### src/rtl/cam_addr_alloc.sv
// Write-address allocator for the FIX parser CAM: tracks occupied entries, grants the
// lowest free one per request, releases entries and sweeps the whole CAM on flush.
module cam_addr_alloc #(
  parameter int unsigned ADDR_WIDTH = 5,
  parameter int unsigned CAM_DEPTH  = 1 << ADDR_WIDTH
) (
  input  logic                  clk,
  input  logic                  rst_n,
  input  logic                  alloc_valid,
  output logic                  alloc_ready,
  output logic                  alloc_done,
  input  logic                  free_valid,
  input  logic [ADDR_WIDTH-1:0] free_addr,
  input  logic                  flush_i,
  output logic                  wr_en_o,
  output logic                  wr_clear_o,
  output logic [ADDR_WIDTH-1:0] addr_o,
  output logic [ADDR_WIDTH:0]   count_o,
  output logic                  full_o,
  output logic                  empty_o,
  output logic                  busy_o
);

  localparam logic [ADDR_WIDTH:0]   DepthCount = (ADDR_WIDTH + 1)'(CAM_DEPTH);
  localparam logic [ADDR_WIDTH:0]   CountOne   = (ADDR_WIDTH + 1)'(1);
  localparam logic [ADDR_WIDTH-1:0] LastSweep  = ADDR_WIDTH'(CAM_DEPTH - 1);
  localparam logic [ADDR_WIDTH-1:0] SweepOne   = ADDR_WIDTH'(1);

  typedef enum logic [0:0] {StIdle, StFlush} state_e;

  state_e                  state_q, state_d;
  logic [CAM_DEPTH-1:0]    bitmap_q, bitmap_d;
  logic [ADDR_WIDTH:0]     count_q, count_d;
  logic [ADDR_WIDTH-1:0]   sweep_q, sweep_d;
  logic [ADDR_WIDTH-1:0]   addr_q, addr_d;
  logic                    wr_en_q, wr_en_d;
  logic                    wr_clear_q, wr_clear_d;
  logic                    done_q, done_d;
  logic [ADDR_WIDTH-1:0]   free_idx;
  logic                    is_idle, is_full, alloc_go;

  assign is_idle     = (state_q == StIdle);
  assign is_full     = (count_q == DepthCount);
  assign alloc_ready = is_idle && !is_full && !free_valid && !flush_i;
  assign alloc_go    = alloc_valid && alloc_ready;

  // Lowest-index clear bit; scanning downward lets the lowest hit win.
  always_comb begin
    free_idx = '0;
    for (int i = int'(CAM_DEPTH) - 1; i >= 0; i--) begin
      if (!bitmap_q[i]) free_idx = ADDR_WIDTH'(i);
    end
  end

  always_comb begin
    state_d    = state_q;
    bitmap_d   = bitmap_q;
    count_d    = count_q;
    sweep_d    = sweep_q;
    addr_d     = addr_q;
    wr_en_d    = 1'b0;
    wr_clear_d = wr_clear_q;
    done_d     = 1'b0;
    unique case (state_q)
      StIdle: begin
        if (flush_i) begin
          state_d = StFlush;
          sweep_d = '0;
        end else if (free_valid) begin
          if (bitmap_q[free_addr]) begin
            bitmap_d[free_addr] = 1'b0;
            count_d             = count_q - CountOne;
            wr_en_d             = 1'b1;
            wr_clear_d          = 1'b1;
            addr_d              = free_addr;
          end
        end else if (alloc_go) begin
          bitmap_d[free_idx] = 1'b1;
          count_d            = count_q + CountOne;
          wr_en_d            = 1'b1;
          wr_clear_d         = 1'b0;
          addr_d             = free_idx;
          done_d             = 1'b1;
        end
      end
      StFlush: begin
        // Keep the count consistent with the bitmap while the sweep progresses.
        bitmap_d[sweep_q] = 1'b0;
        count_d           = count_q - {{ADDR_WIDTH{1'b0}}, bitmap_q[sweep_q]};
        addr_d            = sweep_q;
        wr_clear_d        = 1'b1;
        if (sweep_q == LastSweep) begin
          state_d  = StIdle;
          bitmap_d = '0;
          count_d  = '0;
        end else begin
          sweep_d = sweep_q + SweepOne;
        end
      end
      default: state_d = StIdle;
    endcase
  end

  always_ff @(posedge clk or negedge rst_n) begin
    if (!rst_n) begin
      state_q    <= StIdle;
      bitmap_q   <= '0;
      count_q    <= '0;
      sweep_q    <= '0;
      addr_q     <= '0;
      wr_en_q    <= 1'b0;
      wr_clear_q <= 1'b0;
      done_q     <= 1'b0;
    end else begin
      state_q    <= state_d;
      bitmap_q   <= bitmap_d;
      count_q    <= count_d;
      sweep_q    <= sweep_d;
      addr_q     <= addr_d;
      wr_en_q    <= wr_en_d;
      wr_clear_q <= wr_clear_d;
      done_q     <= done_d;
    end
  end

  // Sweep writes come straight from the FLUSH state so they start the cycle after flush.
  assign busy_o     = (state_q == StFlush);
  assign wr_en_o    = busy_o || wr_en_q;
  assign wr_clear_o = busy_o || wr_clear_q;
  assign addr_o     = busy_o ? sweep_q : addr_q;
  assign alloc_done = done_q;
  assign count_o    = count_q;
  assign full_o     = is_full;
  assign empty_o    = (count_q == '0);

endmodule

### config.mk
export PLATFORM = sky130hd
export DESIGN_NAME = cam_addr_alloc
export DESIGN_NICKNAME = d
export VERILOG_FILES = /design/src/rtl/cam_addr_alloc.sv
export SDC_FILE = /design/constraint.sdc
export NUM_CORES = 1
export LEC_CHECK = 0
export CORE_MARGIN = 1.5
export CORE_UTILIZATION = 60
export DETAILED_ROUTE_END_ITERATION = 6
export GPL_TIMING_DRIVEN = 0
export MAX_ROUTING_LAYER = met4
export PLACE_DENSITY = 0.82
export SLEW_MARGIN = 20
export SYNTH_ARGS = -nofsm -noshare
export SYNTH_HDL_FRONTEND = slang
export SYNTH_SLANG_ARGS = --single-unit
### constraint.sdc
create_clock -name clk -period 7.1 [get_ports clk]
set_input_delay 0.71 -clock clk [delete_from_list [all_inputs] [get_ports clk]]
set_output_delay 0.71 -clock clk [all_outputs]
set_load 0.02 [all_outputs]
## After elaboration in Yosys (flattened, before gate mapping)

Cells that the tools add are included.
Widths: inputs -> output; s select.

| storage, ports and cells | value |
|---|---|
| flip-flop bits (word level) | 52 |
| bits in latches | 0 |
| bits in writable memories | 0 |
| bits in read-only memories | 0 |
| input bits | 10 |
| output and inout port bits | 18 |
| word-level logic and storage cells | 125 |
| memories kept | 0 |

| cells by class | value |
|---|---|
| $add $sub $neg | 4 |
| multipliers | 0 |
| div/mod/pow operators | 0 |
| $lt $le $gt $ge | 6 |
| equal/unequal tests | 7 |
| shift operators | 0 |
| multiplexer cells | 79 |
| bitwise gates (word level) | 6 |
| reduce and logical (&&, ||, !) cells | 15 |

Operators with widths:

| operator | count |
|---|---|
| $mux 5 | 39 |
| $mux 32 | 5 |
| $and 32x32->32 | 2 |
| $not 32->32 | 2 |
| $pmux 32 s2 | 1 |
| $or 32x32->32 | 1 |
| $mux 6 | 5 |
| $pmux 5 s2 | 2 |
| $mux 1 | 19 |
| $lt 5x6->1 const B | 3 |
| $demux 1 s5 | 3 |
| $ge 5x1->1 const B | 3 |
| $pmux 6 s2 | 1 |
| $bmux 1 s5 | 2 |
| $logic_and 1x1->1 | 7 |
| $add 6x1->6 const B | 1 |
| $eq 6x6->1 const B | 1 |
| $logic_not 6->1 | 1 |
| $ne 2x2->1 const B | 3 |
| $ne 3x2->1 const B | 2 |
| $sub 6x1->6 | 1 |
| $sub 6x1->6 const B | 1 |
| $add 5x1->5 const B | 1 |
| $eq 5x5->1 const B | 1 |
| 6 further kinds | 10 |

## Logic depth before layout (Yosys ltp)

Gate-level depths: netlist of the first run.

| logic depth | value |
|---|---|
| depth after elaboration | 41 |
| mapped depth | 11 |
| mapped depth without buffers | 10 |

## Least setup slack after synthesis of the first run

OpenSTA, ideal clock, no wires.

| path | value |
|---|---|
| path type | reg2reg |
| start | reg sweep_q[0] |
| end | reg count_q[5], in the netlist count_o[5] |
| library setup time | 0.140 ns |
| data arrival time | 2.648 ns |
| required time | 6.960 ns |
| setup slack | 4.311 ns |
| stages on the path, launching flop included | 12 |
| path buffers | 1 |
| clock period less this slack | 2.789 ns |
| cells stage by stage | dfrtp_1 clkbuf_1 mux4_2 mux4_2 nand2_1 nand2_1 ha_1 nor3b_1 nor3b_1 xnor2_1 nand2_1 o311ai_1 |

| between the ends | value |
|---|---|
| longest elaborated chain between the ends | 5 |
| elaborated cells on any way between the ends | 6 |
| those cells by class | 1 x add/sub; 1 x eq/ne; 4 x mux |

Ends and longest elaborated chain:

| item | RTL line | source |
|---|---|---|
| start: declaration | 34 | `logic [ADDR_WIDTH-1:0] sweep_q, sweep_d;` |
| start signal: assignment | 118 | `sweep_q <= sweep_d;` |
| $bmux 1 s5 | 89 | `count_d = count_q - {{ADDR_WIDTH{1'b0}}, bitmap_q[sweep_q]};` |
| $mux 1 (not written as such) | 89 |  |
| $sub 6x1->6 | 89 |  |
| $mux 6 (*) | 92 | `if (sweep_q == LastSweep) begin` |
| $pmux 6 s2 (*) | 64 | `unique case (state_q)` |
| end signal: assignment | 117 | `count_q <= count_d;` |
| end: declaration | 33 | `logic [ADDR_WIDTH:0] count_q, count_d;` |

Mark *: on every way between the ends. The rest lies on a longest branch, timed or not. The select of a mux whose other input is x is not followed.
A chain may end at the register's enable or synchronous reset.

## Worst setup path in the final report of the first run

| path | value |
|---|---|
| start | in free_valid |
| end | reg bitmap_q[31] |

| between the ends | value |
|---|---|
| longest elaborated chain between the ends | 6 |
| elaborated cells on any way between the ends | 10 |
| those cells by class | 2 x eq/ne; 3 x mux; 5 x reduce/logical |

Ends and longest elaborated chain:

| item | RTL line | source |
|---|---|---|
| start: declaration | 12 | `input logic free_valid,` |
| $logic_not 1->1 | 44 | `assign alloc_ready = is_idle && !is_full && !free_valid && !flush_i;` |
| $logic_and 1x1->1 (2 in a row) | 44 |  |
| $logic_and 1x1->1 | 45 | `assign alloc_go = alloc_valid && alloc_ready;` |
| $ne 3x2->1 (no line) | - |  |
| $reduce_and 3->1 (no line) | - |  |
| end signal: assignment | 116 | `bitmap_q <= bitmap_d;` |
| end: declaration | 32 | `logic [CAM_DEPTH-1:0] bitmap_q, bitmap_d;` |

Parallel ways exist; a longest one is shown, timed or not. The select of a mux whose other input is x is not followed.

==> impl_metrics.prom, run 1 <==
# TYPE chip_impl_metric gauge
chip_impl_metric{name="clock_slew_at_the_register_clock_pins_of_the_worst_setup_and_hold_paths",unit="ps"} 110
chip_impl_info{name="violations",value="design-rule violations"} 1
chip_impl_metric{name="syn2layout_area_growth",unit="%"} 9.83
chip_impl_metric{name="synth.avg_cell_area",unit="sq um"} 8.19
chip_impl_metric{name="placed_cells",unit=""} 703
chip_impl_metric{name="placed_cell_area",unit="sq um"} 5090
chip_impl_metric{name="worst-endpoint-arrival",unit="ps"} 3840
chip_impl_metric{name="worstPathBufferInverterCount",unit=""} 4
chip_impl_metric{name="post_cts.repair.setup_buffers",unit=""} 0
chip_impl_metric{name="initial_core_util",unit="%"} 61.4
chip_impl_info{name="crit_type",value="input port to flip-flop"} 1
chip_impl_info{name="synth_top_cells_by_count",value="57 x sky130_fd_sc_hd__nand2_1, 52 x sky130_fd_sc_hd__dfrtp_1, 50 x sky130_fd_sc_hd__a21oi_1, 49 x sky130_fd_sc_hd__o21ai_0, 29 x sky130_fd_sc_hd__nor2_1"} 1
chip_impl_metric{name="dr_total_vias",unit=""} 5290
chip_impl_metric{name="antenna_violations_before_repair",unit=""} 1
chip_impl_metric{name="worst_slew_pin_slew",unit="ps"} 922
chip_impl_metric{name="largest_net_degree_at_the_start_of_global_routing",unit=""} 53
chip_impl_metric{name="max_slew_margin",unit="%"} 38.4
chip_impl_metric{name="coreArea",unit="sq um"} 7690
chip_impl_metric{name="report.final.slew_viol_count",unit=""} 0
chip_impl_metric{name="synth_adder_area_share",unit="%"} 3.34
chip_impl_metric{name="timing.critical_path.fanout_max",unit=""} 10
chip_impl_metric{name="cts_made_buffers",unit=""} 5
chip_impl_metric{name="syn_nets",unit=""} 599
chip_impl_metric{name="detail_route.wl_per_cell",unit="microns"} 25.9
chip_impl_metric{name="mappedNetlistArea",unit="sq um"} 4720
chip_impl_metric{name="post_synth_inst_count",unit=""} 577
chip_impl_metric{name="globalRouteTotalUtil",unit="%"} 45.7
chip_impl_metric{name="postRouteWirelength",unit="microns"} 18500
chip_impl_metric{name="synth_edf_count",unit=""} 0
chip_impl_metric{name="drtPass1Iterations",unit=""} 7
chip_impl_metric{name="layout-drive-gt1-share",unit="%"} 10.2
chip_impl_metric{name="seqCellArea",unit="sq um"} 1300
chip_impl_metric{name="p_leak",unit="nW"} 2.02
chip_impl_metric{name="post_synth_and_or_nand_nor_area_fraction",unit="%"} 20.7
chip_impl_metric{name="gr-total-overflow",unit=""} 0
chip_impl_info{name="grt_setup_unrepaired",value="no"} 1
chip_impl_metric{name="place.detailed.hpwl",unit="microns"} 13300
chip_impl_metric{name="ant_nets",unit=""} 0
chip_impl_metric{name="synth_compound_area_share",unit="%"} 29.6
chip_impl_info{name="largest_family_of_logic_cells_by_synthesized_area",value="compound AO/OA/AOI/OAI gates"} 1
chip_impl_metric{name="number_of_placement_rows",unit=""} 32
chip_impl_metric{name="via_per_inst",unit=""} 7.43
chip_impl_metric{name="synth_mux_area_share",unit="%"} 9.22
chip_impl_info{name="crit_path_launch_type",value="input port"} 1
chip_impl_metric{name="async_flop_share",unit="%"} 100
chip_impl_metric{name="synthDistinctLibCells",unit=""} 76
chip_impl_metric{name="ctsHtreeMaxLevel",unit=""} 2
chip_impl_metric{name="total_of_buffers_placed_on_input_and_output_ports",unit=""} 24
chip_impl_metric{name="timing.max_cap.violations",unit=""} 0
chip_impl_info{name="cts.root.buffer_cell",value="sky130_fd_sc_hd__clkbuf_8"} 1
chip_impl_metric{name="rr_worst_depth",unit=""} 11
chip_impl_info{name="tritoncts",value="built"} 1
chip_impl_info{name="timing.critical_path.cells",value="clkdlybuf4s50_1 > clkbuf_1 > nand2b_1 > a2111oi_1 > and3_4 > buf_4 > buf_4 > a21oi_1 > o21ai_0 > o21ai_0"} 1
chip_impl_metric{name="yosysSeqAreaShare",unit="%"} 27.5
chip_impl_metric{name="power.ir.vdd_worst",unit="mV"} 0.270
chip_impl_metric{name="finish.net_count",unit=""} 630
chip_impl_metric{name="critical-path-max-stage-delay",unit="ps"} 600
chip_impl_info{name="worst_hold_path_type",value="input port to asynchronous set/reset pin"} 1
chip_impl_metric{name="cts_resized",unit=""} 0
chip_impl_metric{name="period_minus_slack",unit="ps"} 3650
chip_impl_metric{name="final-hold-violation-count",unit=""} 0
chip_impl_metric{name="number_of_global_route_vias_before_repair",unit=""} 4798
chip_impl_info{name="synthMostInstantiatedCell",value="sky130_fd_sc_hd__nand2_1"} 1
chip_impl_metric{name="yosysTopAreaCellShare",unit="%"} 27.5
chip_impl_metric{name="drc_errors",unit=""} 14
chip_impl_metric{name="routabilityCongestion",unit=""} 1.12
chip_impl_metric{name="final-instance-count-excl-fill",unit=""} 712
chip_impl_info{name="crit_path_top_delay_cell",value="sky130_fd_sc_hd__clkbuf_1"} 1
chip_impl_metric{name="fmax",unit="MHz"} 274
chip_impl_info{name="r2r-end",value="count_o[5]"} 1
chip_impl_info{name="worst_path_dominant_cell_family",value="buffers and inverters"} 1
chip_impl_metric{name="ctsHoldBuffers",unit=""} 0
chip_impl_info{name="reg_to_reg_critical_path_startpoint",value="sweep_q[0]"} 1
chip_impl_metric{name="fill_cells",unit=""} 617
chip_impl_metric{name="tns",unit="ps"} 0
chip_impl_info{name="outcome",value="complete, but fails checks"} 1
chip_impl_metric{name="die_h",unit="microns"} 91.7
chip_impl_metric{name="clock-sinks",unit=""} 52
chip_impl_info{name="critical_path.endpoint_type",value="flip-flop"} 1
chip_impl_metric{name="design.die.area",unit="sq um"} 8410
chip_impl_metric{name="timing.critical_path.required",unit="ps"} 7290
chip_impl_metric{name="io_pins",unit=""} 28
chip_impl_metric{name="dr.first_iter.drc_count",unit=""} 794
chip_impl_info{name="netlist.top_cell.by_area",value="sky130_fd_sc_hd__dfrtp_1"} 1
chip_impl_info{name="ys_dominant_reg_cell",value="sky130_fd_sc_hd__dfrtp_1"} 1
chip_impl_metric{name="clock_insertion_delay_worst_skew",unit="ps"} 320
chip_impl_metric{name="design_area",unit="sq um"} 5190
chip_impl_metric{name="synth.yosys.warnings",unit=""} 0
chip_impl_info{name="yosys-top-cells-area",value="sky130_fd_sc_hd__dfrtp_1 28%, sky130_fd_sc_hd__mux4_2 5.7%, sky130_fd_sc_hd__a21oi_1 5.3%, sky130_fd_sc_hd__o21ai_0 5.2%, sky130_fd_sc_hd__nand2_1 4.5%"} 1
chip_impl_metric{name="finalClockSkew",unit="ps"} 11.9
chip_impl_metric{name="multiInputGateArea",unit="sq um"} 3050
chip_impl_metric{name="synth.ff_latch_count",unit=""} 52
chip_impl_metric{name="cts-root-to-sink-buffers",unit=""} 2
chip_impl_metric{name="report.final.setup_viol",unit=""} 0
chip_impl_metric{name="r2r_slack",unit="ps"} 3740
chip_impl_metric{name="grt_first_pass_wirelength",unit="microns"} 27900
chip_impl_metric{name="fin_total_pwr",unit="W"} 0.00154
chip_impl_metric{name="power_per_cell_area",unit="nW/um^2"} 296
chip_impl_metric{name="fp.dieW",unit="microns"} 91.7
chip_impl_metric{name="portion_of_the_clock_cycle_consumed_by_the_worst_path_in_the_final_layout",unit="%"} 51.4
chip_impl_metric{name="yosys.area_share.xor_xnor",unit="%"} 1.67
==> layer usage <==
metal | part of all wire, % | vias up | global-route usage (%)
met1 | 37 | 2441 | 62.0
met5 | 0 | - | -
met4 | 6.6 | 0 | 21.8
met2 | 42 | 496 | 64.9
li1 | - | 2234 | -
met3 | 14 | 119 | 10.2
==> worst reg2reg max path, cell delays in order (launching register included) <==
cell and delay (ps):
sky130_fd_sc_hd__dfrtp_1 550, sky130_fd_sc_hd__clkbuf_1 540, sky130_fd_sc_hd__mux4_2 610, sky130_fd_sc_hd__mux4_2 510, sky130_fd_sc_hd__nand2_1 90, sky130_fd_sc_hd__nand2_1 90
sky130_fd_sc_hd__ha_1 200, sky130_fd_sc_hd__nor3b_1 170, sky130_fd_sc_hd__nor3b_1 170, sky130_fd_sc_hd__xnor2_1 130, sky130_fd_sc_hd__nand2_1 70, sky130_fd_sc_hd__o311ai_1 100
==> worst max path at each step <==
stage	from	endpoint	slack [ps]	cells past startpoint
after floorplan	sweep_q[0]	count_o[5]	4310	11
after global placement	free_valid	bitmap_q[31]	3310	10
after detailed placement	free_valid	bitmap_q[31]	3290	10
after CTS	free_valid	bitmap_q[31]	3610	10
after global routing	free_valid	bitmap_q[31]	3420	10
final	free_valid	bitmap_q[31]	3450	10
==> area by class of cell <==
class / instances / share of cell area, %
Antenna cell: 1 / 0.0482
Buffer: 52 / 5.26
Inverter: 27 / 1.95
Clock inverter: 2 / 0.265
Multi-Input combinational cell: 446 / 58.8
Timing Repair Buffer: 24 / 4.58
Clock buffer: 6 / 1.59
Tap cell: 102 / 2.46
Sequential cell: 52 / 25.1
==> report_power, final <==
part	leakage [nW]	internal (W)	switching, W
Sequential	0.691	0.000347	0.0000649
Clock	0.0516	0.0000801	0.000110
Combinational	1.28	0.000339	0.000594
==> placed cells by master (no fill, tap or decap), drive strengths merged, types with 10 or more instances in the layout <==
cell and count:
ha 11, a21oi 50, nor2 29, inv 28, dfrtp 52, clkbuf 36
clkdlybuf4s50 23, mux4 12, a31oi 25, nor2b 15, nand2 57, o21ai 50
nand4 10, nand3 11, buf 23
==> sequential cells by signal, summed over array words and instances, names as in the netlist <==
register,count
bitmap_q,32
count_o,6
addr_q,5
sweep_q,5
alloc_done,1
busy_o,1
wr_clear_q,1
wr_en_q,1
==> per-stage QoR <==
stage	utilization (%)	hold WS (ps)	setup WS (ps)
5_1_grt	67.5	492	3420
6_report	67.5	433	3450
3_5_place_dp	66.2	581	3290
4_1_cts	67.4	460	3610
3_3_place_gp	66.2	552	3310
2_1_floorplan	-	414	4310
==> cell families (layout without fill, tap and decap cells) <==
family,count (synthesis),in the layout
and+or+nand+nor,186,186
adders and majority gates,12,12
muxes,27,27
other,0,1
DFF,52,52
AOI/OAI and AO/OA,212,212
xor gates and xnor gates,9,9
buffers and inverters,79,111
No activity file was read; power rests on OpenSTA's default activity.
==> inputs of run 2 (changes only) <==
--- a/config.mk
+++ b/config.mk
@@ -6,11 +6,11 @@
 export NUM_CORES = 1
 export LEC_CHECK = 0
 export CORE_MARGIN = 1.5
-export CORE_UTILIZATION = 60
+export CORE_UTILIZATION = 55
 export DETAILED_ROUTE_END_ITERATION = 6
 export GPL_TIMING_DRIVEN = 0
 export MAX_ROUTING_LAYER = met4
-export PLACE_DENSITY = 0.82
+export PLACE_DENSITY = 0.79
 export SLEW_MARGIN = 20
 export SYNTH_ARGS = -nofsm -noshare
 export SYNTH_HDL_FRONTEND = slang
==> constraint.sdc (replaced) <==
create_clock -name clk -period 3 [get_ports clk]
set_input_delay 0.3 -clock clk [delete_from_list [all_inputs] [get_ports clk]]
set_output_delay 0.3 -clock clk [all_outputs]
set_load 0.02 [all_outputs]
==> impl_metrics.prom, run 2 (synthesis results as in run 1) <==
# TYPE chip_impl_metric gauge
chip_impl_info{name="outcome",value="finished, final reports clean"} 1
chip_impl_metric{name="drtPass1Iterations",unit=""} 6
chip_impl_metric{name="ant_nets",unit=""} 0
chip_impl_metric{name="worst_slew_pin_slew",unit="ps"} 782
chip_impl_metric{name="number_of_placement_rows",unit=""} 33
chip_impl_info{name="crit_type",value="flip-flop to output port"} 1
chip_impl_info{name="grt_most_used_layer",value="met2"} 1
chip_impl_metric{name="number_of_global_route_vias_before_repair",unit=""} 4828
chip_impl_info{name="critical_path.endpoint_type",value="output port"} 1
chip_impl_metric{name="coreArea",unit="sq um"} 8260
chip_impl_metric{name="p_leak",unit="nW"} 2.08
chip_impl_metric{name="io_pins",unit=""} 28
chip_impl_metric{name="place.detailed.hpwl",unit="microns"} 13800
chip_impl_metric{name="finish.net_count",unit=""} 630
chip_impl_metric{name="power_per_cell_area",unit="nW/um^2"} 724
chip_impl_metric{name="finalClockSkew",unit="ps"} 16.6
chip_impl_metric{name="clock_insertion_delay_worst_skew",unit="ps"} 330
chip_impl_metric{name="initial_core_util",unit="%"} 57.2
chip_impl_metric{name="via_per_inst",unit=""} 7.37
chip_impl_metric{name="gr-total-overflow",unit=""} 0
chip_impl_metric{name="largest_net_degree_at_the_start_of_global_routing",unit=""} 53
chip_impl_info{name="crit_path_top_delay_cell",value="sky130_fd_sc_hd__clkdlybuf4s50_1"} 1
chip_impl_metric{name="drc_errors",unit=""} 0
chip_impl_metric{name="grt.met1_usage",unit="%"} 56.7
chip_impl_metric{name="timing.critical_path.fanout_max",unit=""} 10
chip_impl_metric{name="layout-drive-gt1-share",unit="%"} 12.6
chip_impl_metric{name="cts_made_buffers",unit=""} 5
chip_impl_info{name="cts.root.buffer_cell",value="sky130_fd_sc_hd__clkbuf_8"} 1
chip_impl_metric{name="globalRouteTotalUtil",unit="%"} 43.5
chip_impl_metric{name="design.die.area",unit="sq um"} 9150
chip_impl_metric{name="timing.max_cap.violations",unit=""} 0
chip_impl_metric{name="ant_diodes",unit=""} 0
chip_impl_metric{name="largest_register_ff_count",unit=""} 32
chip_impl_metric{name="worstPathBufferInverterCount",unit=""} 4
chip_impl_info{name="crit_path_launch_type",value="flip-flop"} 1
chip_impl_metric{name="critical-path-max-stage-delay",unit="ps"} 620
chip_impl_metric{name="postRouteWirelength",unit="microns"} 18800
chip_impl_metric{name="place_worst_setup_slack",unit="ps"} -322
chip_impl_metric{name="final-hold-violation-count",unit=""} 0
chip_impl_metric{name="report.final.setup_viol",unit=""} 0
chip_impl_metric{name="worst-endpoint-arrival",unit="ps"} 2620
chip_impl_info{name="commonest_cells_after_routing_fill_and_taps_aside",value="57 x sky130_fd_sc_hd__nand2_1, 51 x sky130_fd_sc_hd__dfrtp_1, 49 x sky130_fd_sc_hd__a21oi_1"} 1
chip_impl_metric{name="die_h",unit="microns"} 95.7
chip_impl_metric{name="period_minus_slack",unit="ps"} 2920
chip_impl_metric{name="fmax",unit="MHz"} 342
chip_impl_metric{name="final-instance-count-excl-fill",unit=""} 714
chip_impl_info{name="register_with_the_most_flip_flops",value="bitmap_q"} 1
chip_impl_metric{name="timing.critical_path.required",unit="ps"} 2700
chip_impl_metric{name="detail_route.wl_per_cell",unit="microns"} 26.3
chip_impl_metric{name="multiInputGateArea",unit="sq um"} 3060
chip_impl_metric{name="power.ir.vdd_worst",unit="mV"} 0.769
chip_impl_metric{name="fp.dieW",unit="microns"} 95.7
chip_impl_metric{name="grt_use_met2",unit="%"} 63.0
chip_impl_metric{name="antenna_violations_before_repair",unit=""} 0
chip_impl_metric{name="placed_cells",unit=""} 706
chip_impl_metric{name="clock-sinks",unit=""} 52
chip_impl_metric{name="report.final.slew_viol_count",unit=""} 0
chip_impl_metric{name="ctsHtreeMaxLevel",unit=""} 2
chip_impl_metric{name="clock_slew_at_the_register_clock_pins_of_the_worst_setup_and_hold_paths",unit="ps"} 110
chip_impl_info{name="timing.critical_path.cells",value="buf_2 > clkbuf_2 > buf_1 > nand2_1 > o21ai_0 > clkdlybuf4s50_1"} 1
chip_impl_info{name="tritoncts",value="built"} 1
chip_impl_info{name="worst_path_dominant_cell_family",value="buffers and inverters"} 1
chip_impl_info{name="grt_setup_unrepaired",value="no"} 1
chip_impl_metric{name="cts-root-to-sink-buffers",unit=""} 2
chip_impl_metric{name="dr.first_iter.drc_count",unit=""} 576
chip_impl_metric{name="syn2layout_area_growth",unit="%"} 11.3
chip_impl_info{name="mostFrequentLayoutCell",value="sky130_fd_sc_hd__nand2_1"} 1
chip_impl_metric{name="dr_total_vias",unit=""} 5262
chip_impl_metric{name="grt_first_pass_wirelength",unit="microns"} 28100
chip_impl_metric{name="routabilityCongestion",unit=""} 1.04
chip_impl_metric{name="max_slew_margin",unit="%"} 47.4
chip_impl_metric{name="fill_cells",unit=""} 744
chip_impl_info{name="worst_hold_path_type",value="input port to asynchronous set/reset pin"} 1
chip_impl_metric{name="seqCellArea",unit="sq um"} 1300
chip_impl_metric{name="portion_of_the_clock_cycle_consumed_by_the_worst_path_in_the_final_layout",unit="%"} 97.4
chip_impl_metric{name="total_of_buffers_placed_on_input_and_output_ports",unit=""} 24
chip_impl_metric{name="grt_util_met3",unit="%"} 12.4
chip_impl_metric{name="utilization",unit="%"} 63.6
chip_impl_metric{name="timing.final.ws_setup",unit="ps"} 76.5
-- run 2: cell types whose count changed in the layout (fill, tap and decap cells not counted), moves of 2 or more --
cell and change:
sky130_fd_sc_hd__buf_4 +4, sky130_fd_sc_hd__buf_1 -2, sky130_fd_sc_hd__clkbuf_2 +6, sky130_fd_sc_hd__clkbuf_1 -10
-- run 2: power by group --
part           switching, W  internal (W)
clock network      0.000274      0.000254
registers          0.000133      0.000822
logic               0.00147      0.000856
total               0.00187       0.00193
-- run 2: worst paths after layout --
check | start | endpoint | slack (ps) | cells past startpoint
max | busy_o | addr_o[4] | 80 | 6
min | rst_n | count_o[3] | 10 | 1
max reg2reg | sweep_q[1] | count_o[5] | 140 | 11
min reg2reg | wr_clear_q | wr_clear_q | 590 | 2
max in group asynchronous | rst_n | sweep_q[0] | 2480 | 1
min in group clk | free_addr[1] | bitmap_q[17] | 560 | 5
-- run 2: final cells by class --
class / count / share of cell area [%]
repair buffers: 27 / 4.95
multi-input cells: 446 / 58.3
clock inverters: 3 / 0.881
clock buffers: 5 / 1.31
well taps: 105 / 2.50
plain buffers: 49 / 5.36
flip-flops and latches: 52 / 24.8
inverters: 27 / 1.93
-- run 2: what timing repair did --
item                                    CTS  global route
endpoints found under the setup margin   11            33
hold buffers                              0             0
setup buffers                             0             3
pin swaps                                 0             1
gates resized for setup                   6            18
-- run 2: through the flow --
step | hold WS [ps] | power (W) | TNS (ps) | area [sq um]
4_1_cts | 37.2 | 0.00366 | 0 | 5220
3_3_place_gp | 544 | 0.00309 | -3740 | 5090
5_1_grt | 59.1 | 0.00396 | 0 | 5260
6_report | 9.95 | 0.00380 | 0 | 5260
3_5_place_dp | 384 | 0.00313 | -4660 | 5090
2_1_floorplan | 4.41 | 0.00236 | 0 | 4720
-- run 2: per-layer routing --
| metal | share of wire (%) | vias up |
|---|---|---|
| met2 | 43 | 442 |
| li1 | - | 2228 |
| met5 | 0 | - |
| met4 | 5.3 | 0 |
| met1 | 38 | 2499 |
| met3 | 14 | 93 |
-- run 2: worst register-to-register path, stage by stage, from the launching register on --
cell	delay, ps
sky130_fd_sc_hd__dfrtp_1	460
sky130_fd_sc_hd__buf_6	220
sky130_fd_sc_hd__mux4_2	570
sky130_fd_sc_hd__mux4_2	460
sky130_fd_sc_hd__nand2_1	70
sky130_fd_sc_hd__nand2_1	110
sky130_fd_sc_hd__ha_1	220
sky130_fd_sc_hd__nor3b_1	160
sky130_fd_sc_hd__nor3b_1	160
sky130_fd_sc_hd__xnor2_1	130
sky130_fd_sc_hd__nand2_1	70
sky130_fd_sc_hd__o311ai_1	100
==> inputs of run 3 (changes only) <==
--- a/config.mk
+++ b/config.mk
@@ -6,11 +6,13 @@
 export NUM_CORES = 1
 export LEC_CHECK = 0
 export CORE_MARGIN = 1.5
-export CORE_UTILIZATION = 55
+export CORE_UTILIZATION = 57
+export CTS_BUF_LIST = sky130_fd_sc_hd__clkbuf_8
 export DETAILED_ROUTE_END_ITERATION = 6
 export GPL_TIMING_DRIVEN = 0
 export MAX_ROUTING_LAYER = met4
-export PLACE_DENSITY = 0.79
+export PLACE_DENSITY = 0.82
+export SETUP_SLACK_MARGIN = 0.1
 export SLEW_MARGIN = 20
 export SYNTH_ARGS = -nofsm -noshare
 export SYNTH_HDL_FRONTEND = slang
==> impl_metrics.prom, run 3 (synthesis results as in run 1) <==
# TYPE chip_impl_metric gauge
chip_impl_metric{name="p_leak",unit="nW"} 2.07
chip_impl_metric{name="number_of_global_route_vias_before_repair",unit=""} 4999
chip_impl_metric{name="ant_diodes",unit=""} 0
chip_impl_metric{name="largest_net_degree_at_the_start_of_global_routing",unit=""} 53
chip_impl_metric{name="syn2layout_area_growth",unit="%"} 10.8
chip_impl_metric{name="clock_slew_at_the_register_clock_pins_of_the_worst_setup_and_hold_paths",unit="ps"} 100
chip_impl_metric{name="ctsHtreeMaxLevel",unit=""} 2
chip_impl_metric{name="max_slew_margin",unit="%"} 47.4
chip_impl_metric{name="detail_route.wl_per_cell",unit="microns"} 26.3
chip_impl_metric{name="dr.first_iter.drc_count",unit=""} 736
chip_impl_metric{name="p_sw",unit="W"} 0.00183
chip_impl_metric{name="layout-drive-gt1-share",unit="%"} 13.5
chip_impl_metric{name="seqCellArea",unit="sq um"} 1300
chip_impl_metric{name="finish.net_count",unit=""} 629
chip_impl_info{name="mostFrequentLayoutCell",value="sky130_fd_sc_hd__nand2_1"} 1
chip_impl_metric{name="fill_cells",unit=""} 697
chip_impl_metric{name="drc_errors",unit=""} 0
chip_impl_info{name="cts.root.buffer_cell",value="sky130_fd_sc_hd__clkbuf_8"} 1
chip_impl_metric{name="worst_slew_pin_slew",unit="ps"} 780
chip_impl_metric{name="ant_nets",unit=""} 0
chip_impl_info{name="outcome",value="finished, final reports clean"} 1
chip_impl_metric{name="dr_total_vias",unit=""} 5294
chip_impl_metric{name="power.ir.vdd_worst",unit="mV"} 0.625
chip_impl_metric{name="utilization",unit="%"} 64.3
chip_impl_metric{name="die_h",unit="microns"} 94.0
chip_impl_metric{name="largest_register_ff_count",unit=""} 32
chip_impl_metric{name="globalRouteTotalUtil",unit="%"} 45.3
chip_impl_metric{name="grt_util_met3",unit="%"} 9.63
chip_impl_info{name="start_point_of_the_critical_path",value="free_valid"} 1
chip_impl_info{name="critical_path.endpoint",value="bitmap_q[16]"} 1
chip_impl_metric{name="portion_of_the_clock_cycle_consumed_by_the_worst_path_in_the_final_layout",unit="%"} 96.9
chip_impl_metric{name="multiInputGateArea",unit="sq um"} 3060
chip_impl_metric{name="r2r_slack",unit="ps"} 150
chip_impl_info{name="grt_setup_unrepaired",value="yes"} 1
chip_impl_metric{name="total_of_buffers_placed_on_input_and_output_ports",unit=""} 24
chip_impl_metric{name="gr-total-overflow",unit=""} 0
chip_impl_metric{name="power_share_of_the_clock_group",unit="%"} 11.4
chip_impl_metric{name="postRouteWirelength",unit="microns"} 18700
chip_impl_info{name="tritoncts",value="built"} 1
chip_impl_metric{name="final-hold-violation-count",unit=""} 0
chip_impl_metric{name="place.detailed.hpwl",unit="microns"} 13700
chip_impl_metric{name="report.final.setup_viol",unit=""} 0
chip_impl_info{name="crit_path_launch_type",value="input port"} 1
chip_impl_info{name="commonest_cells_after_routing_fill_and_taps_aside",value="57 x sky130_fd_sc_hd__nand2_1, 50 x sky130_fd_sc_hd__dfrtp_1, 49 x sky130_fd_sc_hd__o21ai_0, 49 x sky130_fd_sc_hd__a21oi_1, 29 x sky130_fd_sc_hd__nor2_1"} 1
chip_impl_metric{name="cts_made_buffers",unit=""} 5
chip_impl_metric{name="report.final.slew_viol_count",unit=""} 0
chip_impl_metric{name="worst-endpoint-arrival",unit="ps"} 3170
chip_impl_metric{name="grt_first_pass_wirelength",unit="microns"} 28500
chip_impl_metric{name="antenna_violations_before_repair",unit=""} 0
chip_impl_metric{name="finalClockSkew",unit="ps"} 5.85
chip_impl_metric{name="power_per_cell_area",unit="nW/um^2"} 703
chip_impl_metric{name="io_pins",unit=""} 28
chip_impl_metric{name="fmax",unit="MHz"} 344
chip_impl_metric{name="via_per_inst",unit=""} 7.42
chip_impl_metric{name="power_switching_share",unit="%"} 49.7
chip_impl_metric{name="drtPass1Iterations",unit=""} 5
chip_impl_metric{name="coreArea",unit="sq um"} 8130
chip_impl_info{name="grt_most_used_layer",value="met2"} 1
chip_impl_info{name="register_with_the_most_flip_flops",value="bitmap_q"} 1
chip_impl_metric{name="timing.critical_path.required",unit="ps"} 3260
chip_impl_metric{name="comb_power_share",unit="%"} 62.3
chip_impl_metric{name="clock_insertion_delay_worst_skew",unit="ps"} 320
chip_impl_metric{name="internal_power",unit="W"} 0.00185
chip_impl_info{name="r2r-end",value="bitmap_q[16]"} 1
chip_impl_metric{name="rr_worst_depth",unit=""} 8
chip_impl_metric{name="fp.dieW",unit="microns"} 94.0
chip_impl_metric{name="grt.met1_usage",unit="%"} 58.8
chip_impl_metric{name="initial_core_util",unit="%"} 58.1
chip_impl_metric{name="clock-sinks",unit=""} 52
chip_impl_metric{name="fin_total_pwr",unit="W"} 0.00368
chip_impl_info{name="critical_path.endpoint_type",value="flip-flop"} 1
chip_impl_info{name="worst_hold_path_type",value="input port to asynchronous set/reset pin"} 1
chip_impl_info{name="reg_to_reg_critical_path_startpoint",value="bitmap_q[22]"} 1
chip_impl_metric{name="period_minus_slack",unit="ps"} 2910
chip_impl_metric{name="design.die.area",unit="sq um"} 8840
chip_impl_metric{name="timing.critical_path.fanout_max",unit=""} 10
chip_impl_metric{name="seq_power_share",unit="%"} 26.4
chip_impl_info{name="crit_type",value="input port to flip-flop"} 1
chip_impl_metric{name="routabilityCongestion",unit=""} 1.09
chip_impl_metric{name="ctsHoldBuffers",unit=""} 0
chip_impl_metric{name="cts-root-to-sink-buffers",unit=""} 2
chip_impl_metric{name="number_of_placement_rows",unit=""} 33
chip_impl_metric{name="grt_use_met2",unit="%"} 65.8
chip_impl_metric{name="timing.max_cap.violations",unit=""} 0
[run 3: power groups by stage]
stage / clock, W / sequential [W] / combinational (W)
global placement: 0 / 0.000977 / 0.00209
detailed placement: 0 / 0.000986 / 0.00213
CTS: 0.000424 / 0.000974 / 0.00216
finish: 0.000419 / 0.000969 / 0.00229
global route: 0.000443 / 0.000979 / 0.00243
floorplan: 0 / 0.000991 / 0.00137
[run 3: critical path, stage by stage]
cell                              delay, ps
sky130_fd_sc_hd__clkdlybuf4s50_1        510
sky130_fd_sc_hd__clkbuf_2               270
sky130_fd_sc_hd__nor4_2                 380
sky130_fd_sc_hd__nand2_1                330
sky130_fd_sc_hd__inv_1                  140
sky130_fd_sc_hd__buf_2                  290
sky130_fd_sc_hd__nor3_4                 130
sky130_fd_sc_hd__nor3_2                 510
sky130_fd_sc_hd__o221a_2                290
[run 3: layout make-up]
| class | count | area share (%) |
|---|---|---|
| plain buffers | 48 | 5.47 |
| multi-input cells | 446 | 58.5 |
| inverters | 27 | 1.94 |
| clock buffers | 5 | 1.31 |
| repair buffers | 27 | 4.97 |
| flip-flops and latches | 52 | 24.9 |
| well taps | 105 | 2.51 |
| clock inverters | 3 | 0.383 |
[run 3: per-layer routing]
metal / share of wire [%] / wire length (microns)
met2: 44 / 8210
met3: 13 / 2400
met4: 5.8 / 1090
met1: 38 / 7040
met5: 0 / 0
[run 3: worst min-delay path by stage]
stage               slack [ps]  cells after the start          to        from
floorplan                    4                      0   addr_q[0]       rst_n
global placement           540                      2  wr_clear_q  wr_clear_q
detailed placement         380                      1  count_o[4]       rst_n
CTS                         40                      1  count_o[4]       rst_n
global route                70                      1   addr_q[4]       rst_n
finish                      20                      1  count_o[4]       rst_n
[run 3: metrics by stage]
step	hold slack (ps)	instance area, sq um	cells	worst slack [ps]	TNS (ps)
final	20.1	5230	713	93.3	0
after global routing	72.8	5230	713	74.7	0
after CTS	35.6	5200	714	68.4	0
after detailed placement	382	5090	706	-297	-3640
after global placement	543	5090	706	-262	-2540
after floorplan	4.41	4720	577	211	0
[run 3: repair_timing]
item	CTS	global route
endpoints found under the setup margin	13	30
buffers inserted	0	3
endpoints found under the hold margin	0	0
gates resized for setup	10	19
